`src/rtl/id_stage_controller.sv`:
```
// Decode-stage controller: owns the IF/ID and ID/EX pipeline registers, generates
// the sign-extended immediate, and resolves load-use stalls and branch flushes.
module id_stage_controller #(
   parameter int XLEN  = 64,
   parameter int CNT_W = 16
) (
   input  logic              clock,
   input  logic              reset,
   input  logic              if_valid,
   input  logic [31:0]       if_instr,
   input  logic [XLEN-1:0]   if_pc,
   input  logic              ex_branch_taken,
   output logic              if_ready,
   output logic              idex_valid,
   output logic [XLEN-1:0]   idex_pc,
   output logic [XLEN-1:0]   idex_imm,
   output logic [6:0]        idex_opcode,
   output logic [4:0]        idex_rs1,
   output logic [4:0]        idex_rs2,
   output logic [4:0]        idex_rd,
   output logic              idex_mem_read,
   output logic [CNT_W-1:0]  stall_count,
   output logic [CNT_W-1:0]  flush_count
);

   localparam logic [6:0] OP_LOAD   = 7'b0000011;
   localparam logic [6:0] OP_IMM    = 7'b0010011;
   localparam logic [6:0] OP_JALR   = 7'b1100111;
   localparam logic [6:0] OP_STORE  = 7'b0100011;
   localparam logic [6:0] OP_BRANCH = 7'b1100011;
   localparam logic [6:0] OP_JAL    = 7'b1101111;
   localparam logic [6:0] OP_LUI    = 7'b0110111;
   localparam logic [6:0] OP_AUIPC  = 7'b0010111;
   localparam logic [6:0] OP_REG    = 7'b0110011;

   logic              ifid_valid;
   logic [31:0]       ifid_instr;
   logic [XLEN-1:0]   ifid_pc;

   logic [6:0]        opcode;
   logic [4:0]        rs1;
   logic [4:0]        rs2;
   logic [4:0]        rd;
   logic [XLEN-1:0]   imm;
   logic              uses_rs1;
   logic              uses_rs2;
   logic              hazard;

   assign opcode = ifid_instr[6:0];
   assign rd     = ifid_instr[11:7];
   assign rs1    = ifid_instr[19:15];
   assign rs2    = ifid_instr[24:20];

   always_comb begin
      imm = '0;
      case (opcode)
         OP_LOAD, OP_IMM, OP_JALR:
            imm = {{(XLEN-12){ifid_instr[31]}}, ifid_instr[31:20]};
         OP_STORE:
            imm = {{(XLEN-12){ifid_instr[31]}}, ifid_instr[31:25], ifid_instr[11:7]};
         OP_BRANCH:
            imm = {{(XLEN-13){ifid_instr[31]}}, ifid_instr[31], ifid_instr[7],
                   ifid_instr[30:25], ifid_instr[11:8], 1'b0};
         OP_JAL:
            imm = {{(XLEN-21){ifid_instr[31]}}, ifid_instr[31], ifid_instr[19:12],
                   ifid_instr[20], ifid_instr[30:21], 1'b0};
         OP_LUI, OP_AUIPC:
            imm = {{(XLEN-32){ifid_instr[31]}}, ifid_instr[31:12], 12'b0};
         default:
            imm = '0;
      endcase
   end

   always_comb begin
      uses_rs1 = !(opcode == OP_JAL || opcode == OP_LUI || opcode == OP_AUIPC);
      uses_rs2 = (opcode == OP_STORE || opcode == OP_BRANCH || opcode == OP_REG);
      hazard   = ifid_valid && idex_valid && idex_mem_read && (idex_rd != 5'd0) &&
                 ((uses_rs1 && idex_rd == rs1) || (uses_rs2 && idex_rd == rs2));
   end

   // Flush overrides a pending hazard, so fetch is never held during a squash.
   assign if_ready = reset || ex_branch_taken || !hazard;

   always_ff @(posedge clock) begin
      if (reset) begin
         ifid_valid    <= 1'b0;
         ifid_instr    <= '0;
         ifid_pc       <= '0;
         idex_valid    <= 1'b0;
         idex_pc       <= '0;
         idex_imm      <= '0;
         idex_opcode   <= '0;
         idex_rs1      <= '0;
         idex_rs2      <= '0;
         idex_rd       <= '0;
         idex_mem_read <= 1'b0;
         stall_count   <= '0;
         flush_count   <= '0;
      end else if (ex_branch_taken) begin
         ifid_valid    <= 1'b0;
         idex_valid    <= 1'b0;
         idex_pc       <= '0;
         idex_imm      <= '0;
         idex_opcode   <= '0;
         idex_rs1      <= '0;
         idex_rs2      <= '0;
         idex_rd       <= '0;
         idex_mem_read <= 1'b0;
         if (flush_count != '1)
            flush_count <= flush_count + CNT_W'(1);
      end else if (hazard) begin
         idex_valid    <= 1'b0;
         idex_pc       <= '0;
         idex_imm      <= '0;
         idex_opcode   <= '0;
         idex_rs1      <= '0;
         idex_rs2      <= '0;
         idex_rd       <= '0;
         idex_mem_read <= 1'b0;
         if (stall_count != '1)
            stall_count <= stall_count + CNT_W'(1);
      end else begin
         // An empty IF/ID slot advances as an all-zero bubble, never stale data.
         idex_valid    <= ifid_valid;
         idex_pc       <= ifid_valid ? ifid_pc : '0;
         idex_imm      <= ifid_valid ? imm : '0;
         idex_opcode   <= ifid_valid ? opcode : '0;
         idex_rs1      <= ifid_valid ? rs1 : '0;
         idex_rs2      <= ifid_valid ? rs2 : '0;
         idex_rd       <= ifid_valid ? rd : '0;
         idex_mem_read <= ifid_valid && (opcode == OP_LOAD);
         ifid_valid    <= if_valid;
         ifid_instr    <= if_instr;
         ifid_pc       <= if_pc;
      end
   end

endmodule

```
`config.mk`:
```
export PLATFORM = sky130hd
export DESIGN_NAME = id_stage_controller
export DESIGN_NICKNAME = d
export VERILOG_FILES = /design/src/rtl/id_stage_controller.sv
export SDC_FILE = /design/constraint.sdc
export NUM_CORES = 1
export LEC_CHECK = 0
export ABC_AREA = 0
export BUFFER_PORTS_ARGS = -buffer_cell sky130_fd_sc_hd__buf_2
export CORE_ASPECT_RATIO = 0.75
export CORE_UTILIZATION = 46
export DETAILED_ROUTE_END_ITERATION = 10
export MAX_ROUTING_LAYER = met4
export PLACE_DENSITY_LB_ADDON = 0.2
export SKIP_CTS_REPAIR_TIMING = 1
export SLEW_MARGIN = 25
export SYNTH_ARGS = -nofsm -noshare
export SYNTH_HDL_FRONTEND = slang
export SYNTH_SLANG_ARGS = --single-unit
```
`constraint.sdc`:
```
create_clock -name clock -period 2.15 [get_ports clock]
set_input_delay 0.215 -clock clock [delete_from_list [all_inputs] [get_ports clock]]
set_output_delay 0.215 -clock clock [all_outputs]
set_load 0.05 [all_outputs]
```
==> flow_metrics.tcl <==
set metrics [dict create \
    status "complete, but fails checks" \
    failed_checks "hold timing, setup timing" \
    grt_pass1_wl_um 35500 \
    dp_slack_ns 0.0474 \
    via_count 8092 \
    drc 0 \
    grt_overflow 0 \
    p_int_uw 7870 \
    critPathLaunchType "flip-flop" \
    worstHoldPathCells 3 \
    min-delay-start "reset" \
    initial_core_util 0.476 \
    setup_ws_ns -0.0905 \
    dieArea_um2 20000 \
    regToRegSetupSlack_ns -0.01 \
    holdPathEnd "stall_count[15]" \
    gp_congestion 0.905 \
    grtUsageTotal 0.232 \
    p_clk_frac 0.459 \
    setup-violations-final 4 \
    maxSlewHeadroom 0.377 \
    ys_ff_latch 249 \
    worstMarginPinSlew_ns 0.935 \
    first_iter_violations 656 \
    final_nets 1463 \
    clock-skew-final_ns 0.0110 \
    total_power_uw 10100 \
    areaGrowthSynthToFinish_pct 40.5 \
    arrival_ns 2.03 \
    syn_avg_cell_area_um2 8.99 \
    max-clock-path-buffers 3 \
    power.switching_uw 2200 \
    maxCapViolCount 0 \
    synth_top_area_frac 0.558 \
    wl_per_cell_um 15.5 \
    dp_cells 1480 \
    wl_met2_um 12000 \
    post-route-util 0.669 \
    fp.dieH_um 123 \
    synth-edff-count 0 \
    placementRows 43 \
    wl_met3_um 1810 \
    hold_path.class "primary input to flip-flop" \
    max_freq_mhz 446 \
    top_layer "met4" \
    synth_commonest_cells "dfxtp_1 (249), nand2_1 (232), a21oi_1 (133), and2_1 (91), buf_4 (36)" \
    r2r.worst_path.cells 9 \
    die_w_um 163 \
    drive_gt1_frac 0.305 \
    cp.required_ns 1.93 \
    synthTopCellsByArea "dfxtp_1 (56%), nand2_1 (9.7%), a21oi_1 (7.4%)" \
    antenna_found_initial 1 \
    synth_warnings 0 \
    synth_flop_cell "dfxtp_1" \
    ff_latch_area_um2 5020 \
    dpl_cell_area_um2 10600 \
    cp_max_fo 4 \
    synth_cell_types 57 \
    swShare 0.218 \
    tritoncts "built" \
    netlist_area_um2 8940 \
    power_frac_seq 0.476 \
    reg2reg_to "idex_pc[36]" \
    power_density_nw_per_um2 802 \
    end_kind "primary output" \
    ys_seq_area_frac 0.558 \
    syn-instance-count 994 \
    rsz0062_at_grt "yes" \
    ant_nets 0 \
    final_cell_count_no_fill 1626 \
    multi_input_area_um2 3490 \
    crit_type "flip-flop to primary output" \
    async_flop_share 0 \
    peakVddDrop_mv 0.735 \
    design_area_um2 12600 \
    p_leak_uw 0.00569 \
    slew_viol_final 0 \
    clk_pin_slew_ns 0.06 \
    yosysTopAreaCell "dfxtp_1" \
    numCtsBuffers 24 \
    finalWirelength_um 25100 \
    synth_most_common_cell "dfxtp_1" \
    hold_viol_final 2 \
    timing.rr.start "idex_rd[0]" \
    io_buffer_count 284 \
    drt-met1-wl_um 10900 \
    core_area_um2 18800 \
    first_pass_iters 5 \
    holdWs_ns -0.00539 \
    root_buffer "clkbuf_16" \
    htree_num_levels 1 \
    io_pins 285 \
    grt_pass1_vias 6842 \
    cts.sinks 249 \
    n_fill_cell 1485 \
    pwr-share-comb 0.065 \
    dp_hpwl_um 16200 \
    vias_per_cell 4.98 \
    finalCritPeriodShare 1.04 \
    post-route-min-period_ns 2.24 \
    clk_latency_ns 0.52 \
    syn_nets 1096 \
    grt_start_max_net_pins 81 \
]
==> kinds of logic (layout without fill, tap and decap cells) <==
logic type,count (synthesis),in the layout,share of synthesized area
and+or+nand+nor,452,452,0.247
adders and majority gates,2,2,0.00280
other,0,1,0
xor gates and xnor gates,20,20,0.0196
buffers and inverters,96,480,0.0589
AOI/OAI and AO/OA,172,172,0.110
muxes,3,3,0.00364
DFF,249,249,0.558
==> power by group through the flow <==
stage	Sequential [µW]	Combinational (µW)	Clock (µW)
6_report	4790	657	4620
5_1_grt	4800	719	4870
4_1_cts	4790	496	4690
3_5_place_dp	4890	494	0
3_3_place_gp	4890	487	0
2_1_floorplan	4910	252	0
==> cell type report <==
class / count / area share
flip-flops and latches: 249 / 0.400
multi-input cells: 649 / 0.278
repair buffers: 430 / 0.227
clock buffers: 32 / 0.0543
well taps: 247 / 0.0246
clock inverters: 11 / 0.0148
inverters: 7 / 0.00209
diodes: 1 / 0.000199
==> metrics by stage <==
stage	hold slack, ns	TNS (ns)
after floorplan	0.339	0
after global placement	0.433	0
after detailed placement	0.439	0
after CTS	-0.0832	-0.327
after global routing	0.00393	-6.35
final	-0.00539	-0.115
==> routing by layer <==
metal,GRT usage,vias to the layer above
li1,-,3992
met1,0.297,3776
met2,0.365,286
met3,0.0615,38
met4,0.0537,0
met5,-,-
==> worst max-delay path, cell delays in order (launching register included) <==
cell     delay [ns]
dfxtp_4        0.36
xor2_1         0.15
nor3_2         0.21
and4_4         0.26
buf_6          0.10
a21o_1         0.16
nand2_2        0.09
buf_8          0.17
==> worst max path at each step <==
| stage | start | slack, ns | to |
|---|---|---|---|
| 2_1_floorplan | stall_count[9] | 0.06 | stall_count[3] |
| 3_3_place_gp | ifid_instr[0] | 0.13 | stall_count[3] |
| 3_5_place_dp | ifid_instr[2] | 0.05 | idex_pc[42] |
| 4_1_cts | ifid_instr[2] | -0.33 | if_ready |
| 5_1_grt | idex_rd[1] | -0.17 | if_ready |
| 6_report | idex_rd[1] | -0.09 | if_ready |
==> layout by cell type, fill, tap and decap left out, types with 11 or more instances in the layout <==
cell type,count
a21oi_1,132
and2_1,91
buf_2,282
buf_4,44
clkbuf_16,26
dfxtp_1,230
dfxtp_2,15
dlygate4sd3_1,96
nand2_1,231
nand3_1,17
nand4_1,11
nor2_1,32
o21ai_0,13
xor2_1,13
==> flip-flops by register name, indices dropped and copies added, names as in the netlist <==
register,cells
flush_count,16
idex_imm,32
idex_mem_read,1
idex_opcode,7
idex_pc,64
idex_rd,5
idex_rs1,5
idex_rs2,5
idex_valid,1
ifid_instr,32
ifid_pc,64
ifid_valid,1
stall_count,16
Note: power is estimated with default switching activity, not from simulation.
